## src/rtl/fetch_sequencer_pkg.sv

```systemverilog
// Shared CPU types for the fetch/sequencing front end of the single-cycle MIPS datapath.
// Holds the word type, the fetch FSM encoding and the instruction field geometry.
package fetch_sequencer_pkg;

    typedef logic [31:0] word_t;

    typedef enum logic [1:0] {
        FETCH  = 2'd0,
        EXEC   = 2'd1,
        HALTED = 2'd2
    } fetch_state_t;

    localparam word_t       PC_STEP    = 32'd4;
    localparam int unsigned J_TARGET_W = 26;
    localparam int unsigned IMM_W      = 16;

    // Sign-extended 16-bit immediate turned into a byte offset (word index << 2).
    function automatic word_t branch_offset(input logic [IMM_W-1:0] imm);
        return {{(32 - IMM_W - 2){imm[IMM_W-1]}}, imm, 2'b00};
    endfunction

endpackage

```

## src/rtl/fetch_sequencer_npc_calc.sv

```systemverilog
// Combinational next-PC selection: jr > j/jal > taken branch > pc+4.
// Only the low 26 instruction bits carry jump targets and branch immediates.
module npc_calc
    import fetch_sequencer_pkg::*;
(
    input  logic [31:0]           pc,
    input  logic [J_TARGET_W-1:0] instr,
    input  logic                  branchEq,
    input  logic                  branchNe,
    input  logic                  jump,
    input  logic                  jumpr,
    input  logic                  zero,
    input  logic [31:0]           rs_data,
    output logic [31:0]           next_pc,
    output logic [31:0]           pc_plus4
);

    logic  taken;
    word_t branch_target;
    word_t jump_target;
    word_t jumpr_target;

    assign pc_plus4      = pc + PC_STEP;
    assign taken         = (branchEq & zero) | (branchNe & ~zero);
    assign branch_target = pc_plus4 + branch_offset(instr[IMM_W-1:0]);
    assign jump_target   = {pc_plus4[31:28], instr, 2'b00};
    assign jumpr_target  = rs_data & ~32'h3;

    always_comb begin
        // NOTE: default first so every path assigns next_pc and no latch is inferred.
        next_pc = pc_plus4;
        if (jumpr)
            next_pc = jumpr_target;
        else if (jump)
            next_pc = jump_target;
        else if (taken)
            next_pc = branch_target;
    end

endmodule

```

## src/rtl/fetch_sequencer.sv

```systemverilog
// Owns the PC, the instruction-fetch handshake, the held instruction and the
// data-memory sequencing for one instruction at a time; latches halt.
module fetch_sequencer
    import fetch_sequencer_pkg::*;
#(
    parameter logic [31:0] PC_INIT      = 32'h0000_0000,
    parameter int unsigned IMEM_TIMEOUT = 0
) (
    input  logic        CLK,
    input  logic        nRST,
    input  logic        ihit,
    input  logic [31:0] iload,
    output logic        iREN,
    output logic [31:0] iaddr,
    output logic [31:0] instr,
    output logic        instr_valid,
    input  logic        branchEq,
    input  logic        branchNe,
    input  logic        jump,
    input  logic        jumpr,
    input  logic        halt,
    input  logic        memToReg,
    input  logic        memW,
    input  logic        zero,
    input  logic [31:0] rs_data,
    input  logic        dhit,
    output logic        dREN,
    output logic        dWEN,
    output logic        wb_en,
    output logic [31:0] pc,
    output logic [31:0] pc_plus4,
    output logic        halted,
    output logic        err
);

    fetch_state_t state;
    word_t        next_pc;
    logic [31:0]  tmo_cnt;
    logic [31:0]  tmo_next;
    logic         in_exec;
    logic         done;

    npc_calc u_npc (
        .pc       (pc),
        .instr    (instr[J_TARGET_W-1:0]),
        .branchEq (branchEq),
        .branchNe (branchNe),
        .jump     (jump),
        .jumpr    (jumpr),
        .zero     (zero),
        .rs_data  (rs_data),
        .next_pc  (next_pc),
        .pc_plus4 (pc_plus4)
    );

    assign in_exec  = (state == EXEC);
    // Memory ops finish on dhit; everything else completes in its first EXEC cycle.
    assign done     = ~(memToReg | memW) | dhit;
    assign tmo_next = tmo_cnt + 32'd1;

    assign iREN        = nRST & (state == FETCH);
    assign iaddr       = pc;
    assign instr_valid = in_exec;
    assign dREN        = in_exec & memToReg;
    assign dWEN        = in_exec & memW;
    assign wb_en       = in_exec & done & ~halt;
    assign halted      = (state == HALTED);

    // NOTE: sequential state uses non-blocking assignments so every register samples pre-edge values.
    always_ff @(posedge CLK or negedge nRST) begin
        if (!nRST) begin
            state   <= FETCH;
            pc      <= PC_INIT;
            instr   <= '0;
            err     <= 1'b0;
            tmo_cnt <= '0;
        end else begin
            case (state)
                FETCH: begin
                    if (ihit) begin
                        instr   <= iload;
                        tmo_cnt <= '0;
                        state   <= EXEC;
                    end else begin
                        if (tmo_cnt != '1)
                            tmo_cnt <= tmo_next;
                        // err is sticky; fetching carries on regardless.
                        if (IMEM_TIMEOUT != 0 && tmo_next == 32'(IMEM_TIMEOUT))
                            err <= 1'b1;
                    end
                end
                EXEC: begin
                    if (halt) begin
                        state <= HALTED;
                    end else if (done) begin
                        pc    <= next_pc;
                        state <= FETCH;
                    end
                end
                HALTED:  state <= HALTED;
                default: state <= FETCH;
            endcase
        end
    end

endmodule

```

## config.mk

```make
export PLATFORM = sky130hd
export DESIGN_NAME = fetch_sequencer
export DESIGN_NICKNAME = d
export VERILOG_FILES = /design/src/rtl/fetch_sequencer_pkg.sv /design/src/rtl/fetch_sequencer_npc_calc.sv /design/src/rtl/fetch_sequencer.sv
export SDC_FILE = /design/constraint.sdc
export NUM_CORES = 1
export LEC_CHECK = 0
export ABC_AREA = 0
export BUFFER_PORTS_ARGS = -buffer_cell sky130_fd_sc_hd__buf_2
export CELL_PAD_IN_SITES_DETAIL_PLACEMENT = 2
export CELL_PAD_IN_SITES_GLOBAL_PLACEMENT = 2
export CORE_MARGIN = 3
export CORE_UTILIZATION = 26
export DETAILED_ROUTE_END_ITERATION = 7
export GPL_TIMING_DRIVEN = 0
export PLACE_DENSITY_LB_ADDON = 0.1
export SETUP_SLACK_MARGIN = 0.05
export SLEW_MARGIN = 20
export SYNTH_ARGS = -nofsm -noshare
export SYNTH_HDL_FRONTEND = slang
export SYNTH_SLANG_ARGS = --single-unit
```

## constraint.sdc

```tcl
create_clock -name CLK -period 3.41 [get_ports CLK]
set_input_delay 0 -clock CLK [delete_from_list [all_inputs] [get_ports CLK]]
set_output_delay 0 -clock CLK [all_outputs]
set_load 0.05 [all_outputs]
```

==> results of run 1 <==
==> worst paths after layout <==
kind                                  start   endpoint  depth (start not counted)
worst max-delay path               iaddr[2]  iaddr[27]                         17
worst min-delay path            rs_data[22]  iaddr[22]                          4
worst max register to register     iaddr[2]  iaddr[27]                         17
worst min register to register    instr[30]  instr[30]                          1
max in group asynchronous              nRST  iaddr[17]                          3
min in group asynchronous              nRST   state[0]                          2
==> routing by layer <==
layer / GRT usage [%] / part of all wire [%] / vias to the layer above
li1: - / - / 2924
met3: 3.331 / 5.2 / 26
met1: 31.78 / 43 / 3160
met5: 0 / 0 / -
met4: 5.346 / 1.2 / 0
met2: 43.51 / 50 / 209
==> cell families (layout without fill, tap and decap cells) <==
group | count (synthesis) | in the layout | share of synthesized area (%)
fa+ha+maj | 37 | 37 | 8.514
flops | 64 | 64 | 28.99
mux | 38 | 38 | 7.631
simple gates | 191 | 191 | 16.71
xor+xnor | 53 | 53 | 8.537
buf+inv | 77 | 395 | 7.812
other cells | 1 | 7 | 0.06787
compound gates | 179 | 179 | 21.74
==> registers in the layout (all words and copies together) (netlist names) <==
signal and cells:
iaddr 30, instr 32, state 2
==> synthesized netlist by cell type, drive strengths merged (12+ instances only) <==
cell     n  area share (%)
clkbuf  25             1.7
mux2    33             6.7
buf     39             5.2
and3    17             1.9
inv     13            0.88
o211ai  15             2.1
xor2    21             3.3
dfrtp   64              29
nand2   62             4.3
nor2    45             3.1
nand4   12             1.4
nand3   17             1.5
xnor2   32             5.2
ha      36             8.2
a21oi   44             4.1
a21o    16             2.2
o21ai   39             3.5
==> per-stage QoR <==
step                      utilization [%]  setup WS [ps]
after detailed placement            36.51         -753.2
final                               45.16         -142.8
after floorplan                         -         -296.2
after global routing                45.16         -271.5
after global placement              36.33         -651.9
after CTS                           43.82         -43.41
==> final cells by class <==
type / count / share of cell area (%)
Buffer: 62 / 4.083
Clock buffer: 13 / 3.018
Clock inverter: 2 / 0.6468
Inverter: 13 / 0.5255
Multi-Input combinational cell: 505 / 48.98
Sequential cell: 64 / 17.77
Tap cell: 270 / 3.638
Timing Repair Buffer: 305 / 21.33
==> repair_timing <==
item | in CTS | in global routing
hold buffers | 48 | 0
setup endpoints to repair | 19 | 20
pin swaps | 48 | 28
resized for setup | 59 | 43
hold endpoints to repair | 111 | 0
gates cloned | 0 | 0
setup buffers | 43 | 12
==> critical path: cells and delay by family, from the launching register on <==
family | cells | cell delay [ps]
XOR/XNOR | 1 | 180
AND/OR/NAND/NOR | 4 | 540
buffers and inverters | 2 | 220
adder cells (fa/ha/maj) | 2 | 390
AO/OA/AOI/OAI | 8 | 1690
flip-flops | 1 | 410
==> run summary, run 1 <==
The flow ran to the end, but the final reports show violations. The checks that failed: setup timing. The register area was 0.001650 sq mm; the clock-pin slew on the worst setup and hold paths was 60 ps.

The share of async-settable or async-resettable flops after synthesis is 100.0%, and the die height is 151.8 um. The number of placement rows is 52, and the tightest slew margin relative to the limit is 31.78%. The synthesis-to-finish area growth was 68.05%; the number of port buffers was 200. The run gives 65 as the number of distinct library cells after synthesis. The maximum fanout count along the critical path came out at 4. The synthesized design contains 0 enable-type register cells. Traced cell by cell, the critical path runs through ha_4 > nand2_4 > nor2_4 > buf_12 > buf_6 > and4_4 > xor2_4 > ha_4 > a21o_1 > a21o_1 > a21o_1 > nand3_1 > o211ai_1 > a41oi_2 > a211oi_2 > a221o_1 > a221o_1. The number of nets with antenna violations after routing was 0; the transition time at the pin with the least slew margin was 1023 ps. After detailed routing, the average wire length per cell comes to 23.15 um. For this block, the initial DRC count from the detailed router was 262. 0 antenna diodes ended up in the layout. TritonCTS built the clock tree. The tightest min-delay check is of the input port to flop type. In the final timing run, aggregate negative setup slack is -544.6 ps. CTS placed an instance of clkbuf_16 at the clock tree root.

The most prevalent standard cell on the critical path is a21o_1. With fillers left out, the area of the finished cells amounts to 0.009285 sq mm. The share of final-layout standard cells stronger than drive strength 1 was 51.14%; the number of violations of the max-capacitance limit was 0. The logs give 0 for the initial antenna violation count and 6.897 ps for the clock tree skew after final layout. CTS saw 64 sinks.

The first global-routing pass estimated 42.55 mm of wire. Total CTS buffers: 9. The die covers 0.02304 sq mm. For the number of pins exceeding their max-slew limit in the final report, the log shows 0. Across all register-to-register paths, the minimum setup slack is -140 ps.

Setup repair after global routing could not meet its margin everywhere. For this run, the top clock speed supported by timing is 281.5 MHz. The core region area was 0.02056 sq mm; the final number of hold-violating endpoints was 0. The clock passes through at most 2 buffers. The maximum cell stage delay along the critical path is 410 ps, and the via count of the first global-routing pass is 6,931. The worst setup path is captured at a flop. The global router's overall resource usage is 24.52%. The final layout contains 1,073 nets.

The floorplan step set the die width to 151.8 um. The first detailed-routing pass ran for 4 iterations. The endpoint required time on the critical path was 3640 ps; the sequential-to-total area share from yosys stat was 28.99%.

After synthesis the cells add up to 0.005525 sq mm. The number of remaining DRC errors is 0, and the routability congestion estimate from global placement is 0.8419. After detailed placement, the total cell area comes to 0.007506 sq mm. The run gives -142.8 ps as the worst setup slack after layout. The library cells used most frequently in the layout, excluding fill and tap cells, are buf_2 (199), buf_4 (86), nand2_1 (54), dlygate4sd3_1 (48), dfrtp_1 (41).

The number of top-level pins was 211. After detailed placement, the design holds a cell count of 1,118. The worst setup path is launched from a flop.

The H-tree generated during clock tree synthesis spans 3 levels. A synthesized cell averages 8.633 sq um. Hold timing on the final database bottoms out at a slack of 6.089 ps. The mean number of vias per cell works out to 5.121. The synthesis-stage register bit count is 64, and the vias after detailed routing is 6,319.

The multi-input combinational cells in the finished layout cover a total of 0.004548 sq mm. Wires add up to 28.57 mm. The largest individual stage delay along the critical path comes from the cell dfrtp_2.

Post-synthesis cell count: 640. After global routing the overflow that remains totals 0. Among all flip-flop cells after synthesis, the most frequent one is dfrtp_1. The share of the clock period used by the worst path is 104.2%.

The number of setup violations in the final report came out at 9. The tools report the total of warnings raised by yosys as 1. The HPWL after detailed placement was 20.01 mm. STA puts the critical path data arrival time at 3780 ps. The most common cell after layout, fill and taps aside was buf_2. The final period demand of the worst path was 3553 ps. Entering global routing, the biggest net connects 40 pins. The logs give 350 ps for the later-pin clock latency in the skew report and 2,227 for the fill cell total of the finished layout. The initial cell density of the core was 26.87%. The critical path is of the flop to flop type. For this run, the number of standard cells in the final layout without fillers is 1,234.
Power of run 1 is left out: the tool's default activity adds up to more than one toggle a clock period on the data nets, which glitch-free logic cannot reach.
==> run 2: changes to the inputs <==
--- a/constraint.sdc
+++ b/constraint.sdc
@@ -3,2 +3,2 @@
 set_output_delay 0 -clock CLK [all_outputs]
-set_load 0.05 [all_outputs]
+set_load 0.01 [all_outputs]
==> run 2 against run 1 <==
Compared with the run above:
- the flow still finishes with violations (setup timing)
- core utilization decreased by 1.2 points
- register-to-register slack got worse by 140 ps
- non-clock buffer count rose by 15
- sequential cell count unchanged
- first-iteration DRC count grew 31%
- die area did not move
- worst setup slack got worse by 140 ps
- fmax down 3.8%
- design area fell by 2.7%
- global-route usage up 0.61 points
- clock skew fell by 2.2 ps
- via count up 2.6%
==> run summary, run 2 (synthesis results as in run 1) <==
The run finished, with violations left. The checks that failed: setup timing. With fillers left out, the area of the finished cells amounts to 0.009032 sq mm. The wire length of the first global-routing pass was 43.66 mm. IR analysis of the VDD net gives a maximum drop of 348.6 uV. Mean number of vias per cell: 5.188. The tools report the type of destination of the critical path as a flop. The critical path goes through nand4_1 > buf_6 > nor2_4 > buf_4 > nand2_2 > xnor2_1 > ha_1 > a21o_1 > a21o_1 > nand3_1 > o211ai_1 > a21boi_1 > xor2_1 > o21ai_2 > a221o_1. The depth of the CTS H-tree is 3, and the initial cell density of the core is 26.87%. The core region area was 0.02056 sq mm; the synthesis-to-finish area growth was 63.47%. At the end of routability-driven placement, the weighted congestion stood at 0.8698. Of the total power, combinational logic draws 74.4%. The maximum achievable frequency is 270.8 MHz, and the overall overflow remaining after global route is 0.

TritonCTS built the clock tree. The worst setup path is launched from a flop. The die height was 151.8 um; the switching component of the power was 5.237 mW.

The share of the clock period used by the worst path is 108.3%, and the endpoint required time on the critical path is 3640 ps. The tightest slew margin relative to the limit was 38.47%; the clock tree skew after final layout was 4.653 ps. On the critical path, the stage with the largest delay is an instance of dfrtp_2. The first routing iteration left 344 violations.

The logs give 10.70 mW for the total power and 19.96 mm for the HPWL after detailed placement. Counting stages on the worst path, the most repeated cell is a21o_1. The clock net in this run drives a total of 64 sinks.

The run gives 13 as the number of setup violations in the final report. Setup repair after global routing could not meet its margin everywhere. For this design the ratio of total power to cell area is 1185 mW/mm^2. Cells with a size suffix above 1 make up 49.90% of the layout.

The analysis attributes to cell leakage a power of 4.281 nW. The flip-flop count of the largest register after layout was 32; the number of nets with antenna violations after routing was 0. The repair_antennas step left the layout with diodes totalling 0. The core occupancy in the finished layout is 43.93%. Maximum fanout count along the critical path: 4.

The run gives 4 as the number of iterations in the first detailed-routing pass. The chip width is 151.8 um. The fraction of power consumed by sequential logic came out at 16.6%. The worst setup slack after layout is -282.7 ps, and the total CTS buffers is 9. The net count of the finished layout was 1,088. For the finished layout, the period the worst path requires is 3693 ps. On the worst path, the slowest cell contributes a delay of 380 ps. The worst path buffer plus inverter count is 2.

For the worst slack after detailed placement, the log shows -1101 ps. Among cell families on the critical path, the largest total delay comes from compound AO/OA/AOI/OAI gates. The run gives 211 as the number of top-level pins. After detailed placement, the total cell area comes to 0.007027 sq mm.

The run gives 52 as the number of placement rows. The number of violations of the max-capacitance limit is 0. The clock passes through at most 2 buffers.

The clock-pin slew on the worst setup and hold paths came out at 60 ps. For the worst-skew pair, the clock arrives at the later sink with an insertion delay of 350 ps. The register containing the most flip-flops in the final layout was instr. The initial antenna violation count was 0; the number of port buffers was 200.

The via count of the first global-routing pass came out at 7,247. The type of the setup path with the least slack is flop to flop. The global router's overall resource usage was 25.14%; the number of pins exceeding their max-slew limit in the final report was 0. The internal portion of the total power is 5.468 mW. Entering global routing, the biggest net connects 40 pins. In this run switching power makes up 48.92% of total power. The die covers 0.02304 sq mm. The routed layout has 6,485 vias. The transition time at the pin with the least slew margin came out at 923.0 ps.

Data on the critical path arrives at its endpoint at 3920 ps. In the final routed layout, each cell accounts on average for 23.62 um. The run gives 0 as the final number of hold-violating endpoints.

In the layout the commonest cells are buf_2 (199), buf_4 (105), nand2_1 (56), dfrtp_1 (50), dlygate4sd3_1 (45). In this run, the clock network consumes 8.9% of the power. The most common cell after layout, fill and taps aside was buf_2.

The routed wire length is 29.52 mm. The number of remaining DRC errors is 0. CTS placed an instance of clkbuf_16 at the clock tree root.

The worst hold-check path type is input port to flop.
-- run 2: cell types whose count changed in the layout (fill, tap and decap cells not counted), sizes merged --
| cell | delta |
|---|---|
| clkinvlp | +2 |
| buf | +18 |
| clkbuf | -3 |
| clkinv | +3 |
| bufinv | -1 |
| dlygate4sd3 | -3 |
-- run 2: final cells by class --
| class | count | area [sq um] |
|---|---|---|
| fill | 2298 | 11530 |
| multi-input combinational | 505 | 4295 |
| timing repair buffer | 320 | 2067 |
| sequential | 64 | 1619 |
| buffer | 62 | 375.4 |
| tap | 270 | 337.8 |
| clock buffer | 10 | 229.0 |
| clock inverter | 6 | 60.06 |
| inverter | 13 | 48.80 |
-- run 2: power groups by stage --
stage | clock (mW) | combinational, mW | sequential, mW
2_1_floorplan | 0 | 3.74 | 1.76
3_3_place_gp | 0 | 5.59 | 1.76
3_5_place_dp | 0 | 5.79 | 1.80
4_1_cts | 0.980 | 7.29 | 1.75
5_1_grt | 1.01 | 8.59 | 1.85
6_report | 0.955 | 7.97 | 1.78
-- run 2: timing repair --
item	in CTS	in global routing
endpoints found under the setup margin	19	22
hold endpoints to repair	108	0
buffers inserted	64	10
hold buffers	45	0
resized for setup	104	42
pin swaps	69	45
-- run 2: per-layer routing --
layer  GRT usage [%]  vias to the layer above  wire length [um]
li1                -                     2951                 -
met1           30.02                     3284             11850
met2           45.02                      216             14980
met3           5.830                       34              2012
met4           7.143                        0               680
met5               0                        -                 0
-- run 2: worst paths after layout --
check / slack (ps) / cells after the start / endpoint / startpoint
min in group asynchronous: 110 / 2 / iaddr[5] / nRST
hold / removal: 4 / 3 / iaddr[18] / rs_data[18]
hold reg to reg: 510 / 1 / instr[31] / instr[31]
max in group asynchronous: 2720 / 3 / iaddr[20] / nRST
setup reg to reg: -280 / 15 / iaddr[25] / iaddr[7]
setup / recovery: -280 / 15 / iaddr[25] / iaddr[7]
-- run 2: per-stage QoR --
step | instances | hold slack, ps | TNS, ps
3_3_place_gp | 1116 | 216.2 | -9449
3_5_place_dp | 1118 | -40.78 | -10590
4_1_cts | 1241 | 2.299 | -546.6
5_1_grt | 1250 | 30.35 | -4682
6_report | 1250 | 4.168 | -1800
2_1_floorplan | 646 | -295.6 | 0
-- run 2: worst min-delay path, stage by stage --
cell,delay (ps)
buf_2,100
o22ai_1,140
o31ai_1,80
No activity file was read; power rests on OpenSTA's default activity.
==> run 3: changes to the inputs <==
Settings changed: BUFFER_PORTS_ARGS -buffer_cell sky130_fd_sc_hd__buf_2 to not set, CORE_UTILIZATION 26 to 33, CTS_BUF_LIST set to sky130_fd_sc_hd__clkbuf_16, DONT_BUFFER_PORTS set to 1.
==> run 3 against run 2 <==
Compared with the run above:
- the run still ends with setup timing left
- global-route usage is 3.6 points higher
- worst setup slack worse by 200 ps
- clock skew is 6.8 ps higher
- sequential power is 21% higher
- combinational power is 21% lower
- critical path type unchanged
- critical endpoint is now iaddr[27]
- largest cell class unchanged
- largest power group unchanged
==> run summary, run 3 (synthesis results as in run 1) <==
The number of remaining DRC errors came out at 0. The register with the most flip-flops in the layout has 32 of them. The maximum fanout count along the critical path is 6, and the maximum achievable frequency is 256.6 MHz. Setup repair after global routing could not meet its margin everywhere. The final reports fail on setup timing. Synthesis-to-finish area growth: 41.85%. Cells with a size suffix above 1 make up 31.39% of the layout.

The tools report the number of iterations in the first detailed-routing pass as 7. The worst path arrival time is 4130 ps, and the die area is 0.01833 sq mm. Measured along the y axis, the die boundary spans 135.4 um. At the pin with the least slew margin, the transition time is 926.2 ps. The run gives 0 as the final number of hold-violating endpoints.

The clock tree skew after final layout was 11.42 ps; the number of pins exceeding their max-slew limit in the final report was 0. In this run the register-to-register setup slack is -490 ps. The initial cell density of the core came out at 34.29%.

The highest routing layer actually used is met4. In this run the critical register-to-register path is captured at iaddr[27]. In the final routed layout, each cell accounts on average for 27.80 um. The library cell used most frequently in the layout, excluding fill and tap cells, is dlygate4sd3_1. The fill cell total of the finished layout was 1,698. In the final routing, the length of wire on met1 measures 10.80 mm. The HPWL after detailed placement was 17.61 mm; the global router's overall resource usage was 28.77%. The worst-case hold slack was 45.48 ps; the number of antenna diodes was 0. In the layout the commonest cells are dlygate4sd3_1 (63), buf_4 (62), nand2_1 (57), dfrtp_1 (48), nor2_1 (39).

Detailed routing placed a total of 14.09 mm of wire on met2. The total overflow left after global routing is 0. The startpoint identified for the worst register-to-register timing path is iaddr[2].

The flow ran to the end, but the final reports show violations. The multi-input combinational cells in the finished layout cover a total of 0.004322 sq mm. The tools report the later-pin clock latency in the skew report as 350 ps.

After detailed routing, the met3 layer carries 1.534 mm of wire. Cells fill 48.63% of the core in the end. The worst setup slack after layout came out at -486.7 ps. Post-placement cell area: 0.005928 sq mm.

In this run, the number of DRC markers left after iteration 0 of detailed routing was 250. In this run the most critical hold path is launched from rs_data[29]. The tools report the net count of the finished layout as 863. Once layout is done, the placed cells without fillers occupy 0.007838 sq mm.

Routability-driven placement finished with a final weighted congestion of 0.8619. Max-cap violations in this run came to 0. The tools report the startpoint of the worst setup timing path as iaddr[2]. The number of placement rows is 46, and the via count of the first global-routing pass is 6,528. The path depth of the worst reg2reg path came out at 17. In this run the tightest slew margin relative to its limit is 38.25%. The run gives 5,773 as the vias after detailed routing.

Data on the critical path is required at its endpoint by 3650 ps. The chip width was 135.4 um; the share of the clock period used by the worst path was 114.3%. For the core region area, the log shows 0.01612 sq mm. STA classifies the critical path endpoint as a flop. The initial antenna violation count came out at 0.

The number of port buffers is 0. The tree is rooted in a clkbuf_16. The register area is 0.001622 sq mm. In the routed layout, each cell is associated on average with a via count of 5.945.

Dividing total power by cell area gives a power density of 1188 mW/mm^2. The worst hold-check path type was input port to flop. The number of clock sinks is 64. The worst-case IR drop observed on VDD is 502.8 uV. The number of nets with antenna violations after routing is 0.

The type of the setup path with the least slack was flop to flop. The number of clock buffers added by TritonCTS is 9. The first global-routing pass estimated 40.15 mm of wire. The tools report the number of placed cells counting well taps as 863. Following the worst setup path forward leads to its endpoint at iaddr[27].

The worst path needs 3897 ps of the cycle, external delays included. The logs give 971 for the final instance count without filler cells and 9.309 mW for the total power. TritonCTS built the clock tree. The clock-pin slew on the worst setup and hold paths was 70 ps; the static power due to leakage was 3.308 nW. Entering global routing, the biggest net connects 65 pins. The longest clock path from root to sink contains 2 buffers.

Wires add up to 27.00 mm. The number of setup violations in the final report is 19. The worst setup path is launched from a flop. In this run the count of I/O pins placed on the die edge is 211.

Ranked by flip-flop count, first place goes to instr. The run gives 3 as the depth of the CTS H-tree.
## run 3: critical path, stage by stage, from the launching register on
cell and delay (ps):
dfrtp_2 490, ha_4 190, nand2_4 60, nor2_4 140, buf_6 130, buf_6 80, and4_4 240, xor2_4 280
ha_4 260, a21o_1 200, a21o_1 170, a21o_1 210, nand3_2 100, o211ai_1 220, a41oi_2 290, a211oi_2 100
a221o_1 300, a221o_1 300
## run 3: layer usage
layer,up-vias,global-route usage [%]
met5,-,0
met4,0,8.175
met3,39,6.204
met2,241,52.05
met1,2983,34.28
li1,2510,-
## run 3: how the worst min path moves through the flow
stage	end	depth (start not counted)
after floorplan	iaddr[10]	0
final	iaddr[29]	4
after CTS	iaddr[29]	4
after detailed placement	state[1]	0
after global placement	state[1]	0
after global routing	instr[15]	2
## run 3: report_power, final
part           switching, mW  leakage (nW)  internal, mW
sequential              1.02         0.746          1.14
clock                  0.393         0.126         0.484
combinational           3.41          2.44          2.86
## run 3: area by class of cell
class	instances	share of cell area [%]
multi-input cells	505	55.14
flip-flops and latches	64	20.69
clock buffers	9	2.874
repair buffers	95	11.88
inverters	13	0.6226
well taps	216	3.448
plain buffers	62	4.837
clock inverters	7	0.5109
## run 3: timing repair
action	4_1_cts	5_1_grt
endpoints found under the hold margin	127	0
cloned	0	0
setup endpoints to repair	21	23
resized for setup	106	26
buffers inserted	25	5
pin swaps	48	18
hold buffers	64	0
## run 3: metrics by stage
| step | worst slack (ps) | setup TNS (ps) |
|---|---|---|
| after floorplan | 38.65 | 0 |
| after global placement | -1141 | -13350 |
| after detailed placement | -1210 | -15690 |
| after CTS | -302.5 | -2734 |
| after global routing | -579.6 | -8243 |
| final | -486.7 | -5183 |
